<file path="src/rtl/muldiv_pkg.sv">
// Shared types and op-class helpers for the iterative HI/LO multiply/divide unit.
package muldiv_pkg;

    typedef enum logic [3:0] {
        NOP   = 4'd0,
        MULT  = 4'd1,
        MULTU = 4'd2,
        DIV   = 4'd3,
        DIVU  = 4'd4,
        MADD  = 4'd5,
        MADDU = 4'd6,
        MSUB  = 4'd7,
        MSUBU = 4'd8,
        MTHI  = 4'd9,
        MTLO  = 4'd10
    } op_t;

    typedef enum logic [1:0] {IDLE, CALC, FIX} state_t;

    function automatic logic is_mul(op_t op);
        return op inside {MULT, MULTU, MADD, MADDU, MSUB, MSUBU};
    endfunction

    function automatic logic is_div(op_t op);
        return op inside {DIV, DIVU};
    endfunction

    function automatic logic is_signed(op_t op);
        return op inside {MULT, DIV, MADD, MSUB};
    endfunction

    function automatic logic is_acc(op_t op);
        return op inside {MADD, MADDU, MSUB, MSUBU};
    endfunction

endpackage

</file>
<file path="src/rtl/muldiv_step.sv">
// One iteration of the shift-add multiplier or restoring divider on the 2*WIDTH accumulator.
module muldiv_step #(
    parameter int WIDTH = 32
) (
    input  logic               div_mode,
    input  logic [2*WIDTH-1:0] acc,
    input  logic [WIDTH-1:0]   operand,
    output logic [2*WIDTH-1:0] acc_nxt
);

    logic [WIDTH:0]   mul_sum;
    logic [WIDTH:0]   trial;
    logic [2*WIDTH:0] shl;

    always_comb begin
        mul_sum = {1'b0, acc[2*WIDTH-1:WIDTH]} + (acc[0] ? {1'b0, operand} : '0);
        shl     = {acc, 1'b0};
        // remainder < divisor keeps a non-negative trial below 2^WIDTH, so bit WIDTH is the sign
        trial   = shl[2*WIDTH:WIDTH] - {1'b0, operand};
        if (div_mode)
            acc_nxt = trial[WIDTH] ? shl[2*WIDTH-1:0] : {trial[WIDTH-1:0], shl[WIDTH-1:1], 1'b1};
        else
            acc_nxt = {mul_sum, acc[WIDTH-1:1]};
    end

endmodule

</file>
<file path="src/rtl/muldiv_iter.sv">
// Iterative HI/LO multiply/divide unit: one bit per cycle, sign fix-up and write-back in FIX.
module muldiv_iter
    import muldiv_pkg::*;
#(
    parameter int WIDTH = 32
) (
    input  logic             clk,
    input  logic             reset_n,
    input  logic             start,
    input  op_t              op,
    input  logic             cancel,
    input  logic [WIDTH-1:0] dataRs,
    input  logic [WIDTH-1:0] dataRt,
    output logic             busy,
    output logic [WIDTH-1:0] hi,
    output logic [WIDTH-1:0] lo
);

    localparam int CW = $clog2(WIDTH);
    localparam logic [CW-1:0] CNT_MAX = CW'(WIDTH - 1);

    state_t             state;
    logic [CW-1:0]      cnt;
    op_t                op_q;
    logic [WIDTH-1:0]   opnd;
    logic [WIDTH-1:0]   rs_q;
    logic [2*WIDTH-1:0] acc;
    logic [2*WIDTH-1:0] acc_nxt;
    logic               neg_res;
    logic               neg_rem;
    logic               div0;

    logic               issue;
    logic               sgn;
    logic [WIDTH-1:0]   rs_abs;
    logic [WIDTH-1:0]   rt_abs;
    logic [2*WIDTH-1:0] prod;
    logic [WIDTH-1:0]   quo;
    logic [WIDTH-1:0]   rem;
    logic [2*WIDTH-1:0] fix_hilo;

    assign busy  = (state != IDLE) | (start & ~cancel & (is_mul(op) | is_div(op)));
    assign issue = (state == IDLE) & start & ~cancel & (is_mul(op) | is_div(op));

    muldiv_step #(.WIDTH(WIDTH)) u_step (
        .div_mode (is_div(op_q)),
        .acc      (acc),
        .operand  (opnd),
        .acc_nxt  (acc_nxt)
    );

    always_comb begin
        sgn    = is_signed(op);
        rs_abs = (sgn && dataRs[WIDTH-1]) ? -dataRs : dataRs;
        rt_abs = (sgn && dataRt[WIDTH-1]) ? -dataRt : dataRt;
    end

    always_comb begin
        prod     = neg_res ? -acc : acc;
        quo      = neg_res ? -acc[WIDTH-1:0] : acc[WIDTH-1:0];
        rem      = neg_rem ? -acc[2*WIDTH-1:WIDTH] : acc[2*WIDTH-1:WIDTH];
        fix_hilo = prod;
        // divide by zero reports the raw dividend, bypassing sign correction
        if (is_div(op_q))
            fix_hilo = div0 ? {rs_q, {WIDTH{1'b1}}} : {rem, quo};
        else if (is_acc(op_q) && (op_q inside {MADD, MADDU}))
            fix_hilo = {hi, lo} + prod;
        else if (is_acc(op_q))
            fix_hilo = {hi, lo} - prod;
    end

    always_ff @(posedge clk or negedge reset_n) begin
        if (!reset_n) begin
            state   <= IDLE;
            cnt     <= '0;
            op_q    <= NOP;
            opnd    <= '0;
            rs_q    <= '0;
            acc     <= '0;
            neg_res <= 1'b0;
            neg_rem <= 1'b0;
            div0    <= 1'b0;
            hi      <= '0;
            lo      <= '0;
        end else begin
            case (state)
                IDLE: begin
                    if (issue) begin
                        op_q    <= op;
                        opnd    <= rt_abs;
                        rs_q    <= dataRs;
                        acc     <= {{WIDTH{1'b0}}, rs_abs};
                        neg_res <= sgn & (dataRs[WIDTH-1] ^ dataRt[WIDTH-1]);
                        neg_rem <= sgn & is_div(op) & dataRs[WIDTH-1];
                        div0    <= (dataRt == '0);
                        cnt     <= CNT_MAX;
                        state   <= CALC;
                    end else if (start && op == MTHI) begin
                        hi <= dataRs;
                    end else if (start && op == MTLO) begin
                        lo <= dataRs;
                    end
                end
                CALC: begin
                    if (cancel) begin
                        state <= IDLE;
                    end else begin
                        acc <= acc_nxt;
                        if (cnt == '0) state <= FIX;
                        else           cnt   <= cnt - 1'b1;
                    end
                end
                FIX: begin
                    state <= IDLE;
                    if (!cancel) {hi, lo} <= fix_hilo;
                end
                default: state <= IDLE;
            endcase
        end
    end

endmodule

</file>
<file path="config.mk">
export PLATFORM = sky130hd
export DESIGN_NAME = muldiv_iter
export DESIGN_NICKNAME = d
export VERILOG_FILES = /design/src/rtl/muldiv_pkg.sv /design/src/rtl/muldiv_step.sv /design/src/rtl/muldiv_iter.sv
export SDC_FILE = /design/constraint.sdc
export NUM_CORES = 1
export LEC_CHECK = 0
export ABC_AREA = 1
export BUFFER_PORTS_ARGS = -buffer_cell sky130_fd_sc_hd__buf_2
export CAP_MARGIN = 20
export CORE_MARGIN = 2
export CORE_UTILIZATION = 30
export DETAILED_ROUTE_END_ITERATION = 16
export SLEW_MARGIN = 20
export SYNTH_ARGS = -nofsm -noshare
export SYNTH_HDL_FRONTEND = slang
export SYNTH_SLANG_ARGS = --single-unit
</file>
<file path="constraint.sdc">
create_clock -name clk -period 9.2 [get_ports clk]
set_clock_uncertainty 0.05 [all_clocks]
set_input_delay 1.38 -clock clk [delete_from_list [all_inputs] [get_ports clk]]
set_output_delay 1.38 -clock clk [all_outputs]
set_load 0.02 [all_outputs]
</file>
---- After elaboration in Yosys (flattened, before gate mapping) ----
Index checks and enable logic that the tools add are counted.
operators by class
  div/mod/pow operators ................... 0
  magnitude comparators ................... 0
  $add $sub $neg .......................... 10
  bitwise operators ....................... 12
  shift operators ......................... 0
  reductions and logical operators ........ 23
  multiplexer cells ....................... 32
  $mul .................................... 0
  equality and inequality tests ........... 27
operators by type and width
  kind                  count
  $mux W64              9
  $mux W32              12
  $neg A32 Y32          4
  $pmux W32 S2          2
  $pmux W64 S2          1
  $add A64 B64 Y64      1
  $neg A64 Y64          1
  $sub A64 B64 Y64      1
  $add A32 B33 Y33      1
  $sub A33 B32 Y33      1
  $eq A4 B3 Y1 const B  8
  $logic_not A32 Y1     1
  $eq A4 B4 Y1 const B  4
  $mux W5               3
  $eq A4 B2 Y1 const B  3
  $ne A2 B2 Y1 const B  6
  $reduce_bool A2 Y1    6
  $pmux W5 S2           1
  $and A1 B1 Y1         8
  $reduce_and A4 Y1     2
  $reduce_bool A4 Y1    2
  $mux W2               3
  $reduce_bool A6 Y1    1
  $logic_and A1 B1 Y1   5
  other kinds (15)      18
storage, ports and cells
  bits in latches ......................... 0
  memories kept ........................... 0
  output and inout port bits .............. 65
  bits of input ports ..................... 72
  memory bits (writable) .................. 0
  bits in registers ....................... 206
  memory bits (read-only) ................. 0

---- Logic depth before layout (Yosys ltp) ----
Gate-level depths: netlist of the first run.
  word-level depth ........................ 8
  depth in mapped cells ................... 33
  depth with buffers taken out ............ 33

---- Hierarchy ----
From an unflattened synthesis of the first run, not the netlist that was laid out.
unflattened totals
  cells, all modules ...................... 5,333
  area total of the unflattened synthesis .. 30,932.2 µm²
modules (own cells, without submodules)
  module       cells each  area an instance (µm²)  instances  sequential area each (µm²)
  muldiv_iter  4,035       24,574.8                1          5,154.9
  muldiv_step  1,298       6,357.3                 1          0.0

---- Worst setup path before layout of the first run ----
Ideal clock, no wire load.
  path type ............................... register to register
  from .................................... register acc[32]
  to ...................................... register hi[30]
  path buffers ............................ 1
  path slack .............................. 5.151 ns
  data arrival time ....................... 3.921 ns
  stages on the path, launching flop included .. 30
  period minus slack after synthesis ...... 4.049 ns
  data required time ...................... 9.072 ns
  cell sequence ........................... dfrtp_1 -> inv_1 -> ha_1 -> inv_1 -> nor3_1 -> inv_1 -> nor2_1 -> inv_1 -> nor2_1 -> nand2_1 -> o21ai_0 -> xor2_1 -> inv_1 -> ha_1 -> buf_2 -> nand2_1 -> nor2_1 -> inv_1 -> nor2_1 -> inv_1 -> nor4_1 -> nand3_1 -> nand2_1 -> nand3_1 -> o211ai_1 -> xor2_1 -> nand2_1 -> nand3_1 -> nand2_1 -> a21boi_1
on the way
  cells in the longest elaborated chain, start to end .. 8
ends and longest elaborated chain
  what                    RTL line            text
  from (decl)             muldiv_iter.sv:27   logic [2*WIDTH-1:0] acc;
  from (signal assigned)  muldiv_iter.sv:92   acc <= {{WIDTH{1'b0}}, rs_abs};
  from (signal assigned)  muldiv_iter.sv:108  acc <= acc_nxt;
  $neg A64 Y64            muldiv_iter.sv:59   prod = neg_res ? -acc : acc;
  $mux W64                muldiv_iter.sv:59
  $sub A64 B64 Y64        muldiv_iter.sv:69   fix_hilo = {hi, lo} - prod;
  $mux W64                muldiv_iter.sv:68   else if (is_acc(op_q))
  $mux W64                muldiv_iter.sv:66   else if (is_acc(op_q) && (op_q inside {MADD, MADDU}))
  $mux W64 *              muldiv_iter.sv:64   if (is_div(op_q))
  $mux W32 *              muldiv_iter.sv:115  if (!cancel) {hi, lo} <= fix_hilo;
  $pmux W32 S2 *          muldiv_iter.sv:86   case (state)
  to (signal assigned)    muldiv_iter.sv:99   hi <= dataRs;
  to (signal assigned)    muldiv_iter.sv:115
  to (decl)               muldiv_iter.sv:15   output logic [WIDTH-1:0] hi,
Mark *: on every way between the ends. The rest lies on a longest branch, timed or not. The select of a mux whose other input is x is not followed.
A chain may end at the register's enable or synchronous reset.

---- Worst setup path after layout of the first run ----
  from .................................... register acc[32]
  to ...................................... register hi[31]
The elaborated chain is that of the path after synthesis.

==> impl_metrics.py, run 1 <==
metrics = {
    "detailed_routing": {
        "wire_per_inst_um": 21.04,
        "drc_errors": 0,
        "drt.antenna.violating_nets": 0,
        "dr.pass1.iters": 6,
        "wirelength_um": 128800,
        "vias_per_cell": 5.338,
        "drt-initial-drc-count": 3751,
        "vias": 32680,
    },
    "critical_path": {
        "worst_path_max_delay_cell": "dfrtp_1",
        "critPathKind": "flip-flop to flip-flop",
        "cpMostUsedCell": "inv_1",
        "path_max_fanout": 7,
        "critPathLaunchType": "flip-flop",
        "crit_path_end_kind": "flip-flop",
        "max_stage_delay_ns": 0.52,
        "crit_arrival_ns": 6.12,
        "worstPathRequired_ns": 9.63,
    },
    "floorplanning": {
        "core_mm2": 0.09487,
        "fp-row-count": 113,
        "die_area_mm2": 0.09803,
        "io_pins": 137,
        "start_util_pct": 30.21,
        "die_w_um": 313.1,
        "die_y_um": 313.1,
    },
    "finish": {
        "final_nets": 5106,
        "drive_gt1_share_pct": 7.889,
        "area_growth_pct": 9.904,
        "fillers": 10630,
    },
    "clock_tree": {
        "htree_levels": 1,
        "cts-root-buf": "clkbuf_16",
        "cts.sinks": 206,
        "cts_setup_buffers": 0,
        "cts_tree": "yes",
        "cts_made_buffers": 28,
        "cts.clk_slew.worst_paths_ns": 0.06,
        "insertion_delay_ns": 0.59,
        "clock_path_buffers": 3,
        "ctsHoldBuffers": 0,
        "cts_resized": 0,
    },
    "synth": {
        "synth_nets": 5092,
        "synth_seq_area_share_pct": 17.98,
        "synth_seq_cells": 206,
        "syn_avg_cell_area_um2": 5.948,
        "yosys_warnings": 0,
        "ys_types": 72,
        "synth_ff_type": "dfrtp_1",
        "async_flop_share_pct": 100.0,
        "synth_cells": 4819,
        "syn-cell-area_mm2": 0.02866,
        "synth-edff-count": 0,
    },
    "timing": {
        "layout_min_cycle_time_ns": 5.687,
        "drv_slew": 0,
        "finalSetupTns_ns": 0,
        "setup_violations": 0,
        "clock.fmax_mhz": 175.8,
        "slew_headroom_pct": 27.58,
        "grt_setup_unrepaired": "false",
        "worst_pin_slew_ns": 1.086,
        "hold_viol_final": 0,
        "final.period_utilization_pct": 61.82,
    },
    "global_routing": {
        "antenna_found_initial": 10,
        "gr-total-overflow": 0,
        "grt.total_usage_pct": 25.33,
        "grt_pass1_wl_um": 189500,
        "grt_pass1_vias": 29940,
        "grt_start_max_net_pins": 109,
    },
    "placed_design": {
        "hpwl_um": 104500,
        "place.gp.congestion": 1.038,
        "io_buffers": 136,
    },
    "worst_hold_path": {
        "min_path_type": "flip-flop to flip-flop",
    },
    "pwr": {
        "powerDensity_mw_per_mm2": 404.7,
        "p_leak_nw": 15.32,
        "vdd_drop_max_mv": 0.1428,
        "power_w": 0.01275,
    },
    "flow_run": {
        "drv_cap": 0,
    },
    "run_status": {
        "status": "complete, no violations",
    },
}
[cell usage after synthesis (5+ instances only)]
library cell / instances / area (µm²)
ha_1: 197 / 2465
o21ai_0: 458 / 2292
o21ai_2: 9 / 78.83
a221oi_1: 7 / 61.31
nand3_1: 261 / 1306
nor2_2: 11 / 68.82
nand3_2: 13 / 130.1
o21ai_1: 32 / 160.2
nor3_1: 72 / 360.4
nand2_1: 948 / 3558
nand4_1: 53 / 331.6
nor2_1: 573 / 2151
buf_2: 39 / 195.2
nor4_1: 22 / 137.6
a211oi_1: 10 / 75.07
a31oi_1: 47 / 294.0
o211ai_1: 58 / 435.4
a2bb2oi_1: 25 / 219.0
a22oi_1: 8 / 60.06
buf_1: 16 / 60.06
a21boi_2: 7 / 78.83
dfrtp_1: 206 / 5155
xor2_1: 141 / 1235
clkbuf_1: 118 / 442.9
a21boi_0: 9 / 67.56
nor3_2: 7 / 70.07
o21a_1: 19 / 142.6
nor2_4: 5 / 56.30
o21bai_1: 13 / 97.59
a21oi_2: 11 / 96.34
o31ai_1: 7 / 52.55
inv_1: 761 / 2856
o221ai_1: 9 / 78.83
or2_2: 14 / 87.58
a21boi_1: 33 / 247.7
a21o_1: 12 / 90.09
nand2_2: 33 / 206.5
xnor2_1: 26 / 227.7
inv_2: 30 / 112.6
a21oi_1: 438 / 2192
[worst max-delay path: cells and delay by family (launching register included)]
| kind | cells | cell delay [ns] |
|---|---|---|
| compound gates | 7 | 1.51 |
| xor+xnor | 1 | 0.38 |
| fa+ha+maj | 2 | 0.77 |
| buf+inv | 7 | 0.96 |
| flops | 1 | 0.52 |
| simple gates | 10 | 1.39 |
[stage by stage]
| step | util (%) | setup slack, ns | hold WS (ns) | area, µm² | cells |
|---|---|---|---|---|---|
| finish | 33.21 | 3.513 | 0.4321 | 31500 | 6122 |
| floorplan | - | 5.151 | 0.3978 | 28660 | 4819 |
| detailed placement | 32.07 | 3.626 | 0.4200 | 30430 | 6067 |
| CTS | 33.17 | 3.637 | 0.4354 | 31470 | 6119 |
| global route | 33.20 | 3.079 | 0.4709 | 31500 | 6120 |
| global placement | 32.07 | 3.641 | 0.4135 | 30430 | 6067 |
[flip-flops by register name, indices dropped and copies added (netlist names)]
name     flops
hi          32
neg_res      1
acc         64
neg_rem      1
state        2
rs_q        32
div0         1
lo          32
op_q         4
opnd        32
cnt          5
[cell usage in the layout, fill, tap and decap left out, types with 47 or more instances in the layout]
master,count
dfrtp_1,205
o211ai_1,58
a31oi_1,47
xor2_1,141
ha_1,197
inv_1,759
o21ai_0,458
nand4_1,53
nand3_1,261
a21oi_1,437
nor2_1,569
nor3_1,72
nand2_1,946
buf_2,135
[path summary, 6_finish.rpt]
check                          from  endpoint  slack, ns  cells after the start
setup / recovery            acc[32]    hi[31]       3.51                     27
hold / removal             rs_q[27]  rs_q[27]       0.43                      2
hold reg to reg            rs_q[27]  rs_q[27]       0.43                      2
setup reg to reg            acc[32]    hi[31]       3.51                     27
max in group asynchronous   reset_n    lo[29]       6.95                      2
min in group asynchronous   reset_n    acc[2]       0.77                      1
[final cells by class]
type / instances / area [µm²] / share of cell area [%]
Tap cell: 1265 / 1583 / 5.024
Sequential cell: 206 / 5156 / 16.37
Antenna cell: 2 / 5.005 / 0.01589
Timing Repair Buffer: 166 / 935.9 / 2.971
Clock buffer: 36 / 792.0 / 2.514
Multi-Input combinational cell: 3634 / 19790 / 62.80
Inverter: 797 / 2997 / 9.512
Clock inverter: 16 / 249.0 / 0.7904
[power by group]
part | internal, W | switching [W]
Combinational | 0.00297 | 0.00686
Sequential | 0.00116 | 0.000503
Clock | 0.000776 | 0.000483
Total | 0.00491 | 0.00784
[kinds of logic after synthesis]
group	synth area share, %
adder cells (fa/ha/maj)	8.879
AND/OR/NAND/NOR	30.32
flip-flops	17.98
XOR/XNOR	5.312
AO/OA/AOI/OAI	24.36
buffers and inverters	13.15
[routing by layer]
| layer | vias up | GRT usage (%) | share of wire, % |
|---|---|---|---|
| met3 | 194 | 4.215 | 9.7 |
| met1 | 15040 | 36.22 | 44 |
| li1 | 15810 | - | - |
| met4 | 18 | 7.906 | 3.5 |
| met2 | 1609 | 38.68 | 42 |
| met5 | - | 0 | 0.084 |
Note: power is estimated with default switching activity, not from simulation.
==> run 2: changes to the inputs <==
- ABC_AREA: 1 -> 0
- clock period: 9.2 -> 5 ns (I/O delays scaled with it)
==> run 2 against run 1 <==
Effect of this change: the run now ends with negative setup slack left; total power up 120%; final cell count shrank 14%; first-iteration DRC count shrank 11%; clock-buffer cell count rose by 3; sequential share of layout area shrank 1.4 points; critical path depth decreased by 7; via count is 8.6% lower; largest power group unchanged; critical endpoint is now hi[26].
==> impl_metrics.py, run 2 <==
metrics = {
    "clock_tree": {
        "cts_made_buffers": 28,
        "clock_path_buffers": 3,
        "cts_tree": "yes",
        "cts.sinks": 206,
        "cts.clk_slew.worst_paths_ns": 0.06,
        "insertion_delay_ns": 0.58,
        "htree_levels": 1,
        "cts-root-buf": "clkbuf_16",
    },
    "critical_path": {
        "critPathLaunchType": "flip-flop",
        "path_buf_inv": 2,
        "cpMostUsedCell": "or4_4",
        "reg2reg_from": "acc[10]",
        "critPathTopFamily": "simple AND/OR/NAND/NOR gates",
        "crit_arrival_ns": 5.84,
        "startpoint": "acc[10]",
        "worstPathRequired_ns": 5.44,
        "critPathKind": "flip-flop to flip-flop",
        "path_max_fanout": 4,
        "worst_path_max_delay_cell": "or4_4",
        "crit_path_end_kind": "flip-flop",
        "max_stage_delay_ns": 0.57,
        "crit_path_cell_trace": "or4_4 -> or4_4 -> or4_4 -> o211a_4 -> inv_1 -> ha_1 -> buf_4 -> nand2_2 -> nor3_4 -> nand3_2 -> or4_1 -> a21o_1 -> a311oi_4 -> a31oi_4 -> o41ai_2 -> xnor2_1 -> a21oi_1 -> a21boi_1 -> a311o_1 -> o211ai_1",
    },
    "floorplanning": {
        "io_pins": 137,
        "die_w_um": 293.7,
        "core_mm2": 0.08342,
        "die_y_um": 293.7,
        "die_area_mm2": 0.08626,
        "start_util_pct": 30.18,
        "fp-row-count": 106,
    },
    "finish": {
        "final_area_mm2": 0.03443,
        "final_common_cell": "buf_4",
        "final_nets": 4407,
        "multiInputGateArea_mm2": 0.02030,
        "largest_reg_flops": 64,
        "layout_common_cells": "buf_4, nand2_1, nor2_1, o21ai_0, a21oi_1",
        "instances_no_fill": 5239,
        "fillers": 8490,
        "register_area_mm2": 0.005157,
        "top_register": "acc",
        "drive_gt1_share_pct": 28.32,
        "area_growth_pct": 36.76,
    },
    "placed_design": {
        "place.gp.congestion": 0.9839,
        "place_inst": 5131,
        "hpwl_um": 87610,
        "postPlaceCellArea_mm2": 0.03135,
        "preCtsSetupSlack_ns": -0.6557,
        "io_buffers": 136,
    },
    "synth": {
        "syn_avg_cell_area_um2": 7.125,
        "synth_seq_area_share_pct": 20.47,
        "synth_nets": 3807,
        "synth_ff_type": "dfrtp_1",
        "syn-cell-area_mm2": 0.02518,
        "async_flop_share_pct": 100.0,
        "synth_top_cells_by_area": "dfrtp_1, ha_1, nand2_1",
        "synth_cells": 3534,
        "yosys_warnings": 0,
        "yosysMostFrequentCell": "nand2_1",
        "synth_top_area_share_pct": 20.47,
        "synth-edff-count": 0,
        "synth_common_cells": "nand2_1, o21ai_0, a21oi_1",
        "synth_largest_area_cell": "dfrtp_1",
        "ys_types": 89,
        "synth_seq_cells": 206,
    },
    "detailed_routing": {
        "vias": 29860,
        "wire_per_inst_um": 22.09,
        "drt.antenna.violating_nets": 0,
        "wirelength_um": 115700,
        "vias_per_cell": 5.699,
        "dr.pass1.iters": 8,
        "drt-initial-drc-count": 3346,
        "drc_errors": 0,
    },
    "global_routing": {
        "antenna_found_initial": 8,
        "grt_pass1_vias": 28050,
        "grt_pass1_wl_um": 172500,
        "grt_start_max_net_pins": 112,
        "grt.total_usage_pct": 25.63,
        "gr-total-overflow": 0,
    },
    "timing": {
        "clock.fmax_mhz": 185.1,
        "fin_hold_ws_ns": 0.1891,
        "setup_violations": 22,
        "layout_min_cycle_time_ns": 5.401,
        "final.period_utilization_pct": 108.0,
        "grt_setup_unrepaired": "true",
        "slew_headroom_pct": 21.06,
        "fin_ws_ns": -0.4015,
        "hold_viol_final": 0,
        "worst_pin_slew_ns": 1.176,
        "drv_slew": 0,
    },
    "worst_hold_path": {
        "min_path_type": "input port to asynchronous set/reset pin",
    },
    "pwr": {
        "powerDensity_mw_per_mm2": 804.0,
        "vdd_drop_max_mv": 0.3818,
        "p_leak_nw": 15.62,
    },
    "flow_run": {
        "drv_cap": 0,
    },
    "run_status": {
        "status": "finished, violations left",
        "violations": "negative setup slack",
    },
}
-- run 2: cell types whose count changed in the layout (fill, tap and decap cells not counted), moves of 34 or more --
| cell | delta |
|---|---|
| nor2_1 | -276 |
| xnor2_1 | +113 |
| nand4_1 | -34 |
| o21bai_1 | +37 |
| xor2_1 | -50 |
| a21o_1 | +57 |
| buf_4 | +598 |
| nand2_1 | -483 |
| inv_1 | -579 |
| a21oi_1 | -158 |
| o21ai_0 | -174 |
| nand3_1 | -180 |
-- run 2: through the flow --
| stage | total power [W] | util (%) | TNS (ns) |
|---|---|---|---|
| 6_report | 0.02768 | 41.28 | -4.594 |
| 5_1_grt | 0.02954 | 41.28 | -9.234 |
| 4_1_cts | 0.02560 | 39.52 | -3.120 |
| 3_5_place_dp | 0.02266 | 37.57 | -11.06 |
| 3_3_place_gp | 0.02263 | 37.57 | -9.954 |
| 2_1_floorplan | 0.01400 | - | -0.7738 |
-- run 2: power by group --
part           internal (W)  switching [W]
logic                0.0101         0.0124
clock network       0.00137       0.000853
registers           0.00219       0.000737
total                0.0137         0.0140
-- run 2: cell type report --
cell class,count,share of cell area (%)
multi-input combinational,2907,58.95
timing repair buffer,799,17.06
sequential,206,14.98
tap,1080,3.924
clock buffer,39,2.416
inverter,192,2.111
clock inverter,13,0.5414
antenna,3,0.02180
-- run 2: metal layers --
metal,vias up,global-route usage [%],part of all wire (%)
met3,270,4.940,9.4
met2,1423,38.27,42
li1,13950,-,-
met5,-,0,0.053
met4,10,10.58,4.7
met1,14210,35.92,44
-- run 2: logic make-up after synthesis --
| group | Yosys count | share of synthesized area (%) |
|---|---|---|
| AO/OA/AOI/OAI | 1230 | 31.27 |
| AND/OR/NAND/NOR | 1189 | 21.56 |
| buffers and inverters | 421 | 6.375 |
| XOR/XNOR | 255 | 8.870 |
| flip-flops | 206 | 20.47 |
| adder cells (fa/ha/maj) | 201 | 10.11 |
| multiplexers | 32 | 1.342 |
-- run 2: timing repair --
item / 4_1_cts / 5_1_grt
resized for setup: 104 / 250
endpoints found under the setup margin: 33 / 41
hold buffers: 0 / 0
pin swaps: 41 / 123
setup buffers: 15 / 46
-- run 2: worst reg2reg max path, cell delays in order, from the launching register on --
cell	delay [ns]
dfrtp_1	0.38
or4_4	0.53
or4_4	0.51
or4_4	0.57
o211a_4	0.18
inv_1	0.07
ha_1	0.13
buf_4	0.12
nand2_2	0.07
nor3_4	0.24
nand3_2	0.11
or4_1	0.47
a21o_1	0.22
a311oi_4	0.37
a31oi_4	0.22
o41ai_2	0.28
xnor2_1	0.16
a21oi_1	0.09
a21boi_1	0.16
a311o_1	0.30
o211ai_1	0.09
-- run 2: path summary, 6_finish.rpt --
path / endpoint / slack, ns / depth (start not counted)
setup / recovery: hi[26] / -0.40 / 20
hold / removal: acc[4] / 0.19 / 1
setup reg to reg: hi[26] / -0.40 / 20
hold reg to reg: rs_q[23] / 0.42 / 2
max in group asynchronous: hi[24] / 3.56 / 2
min in group clk: opnd[21] / 0.42 / 3
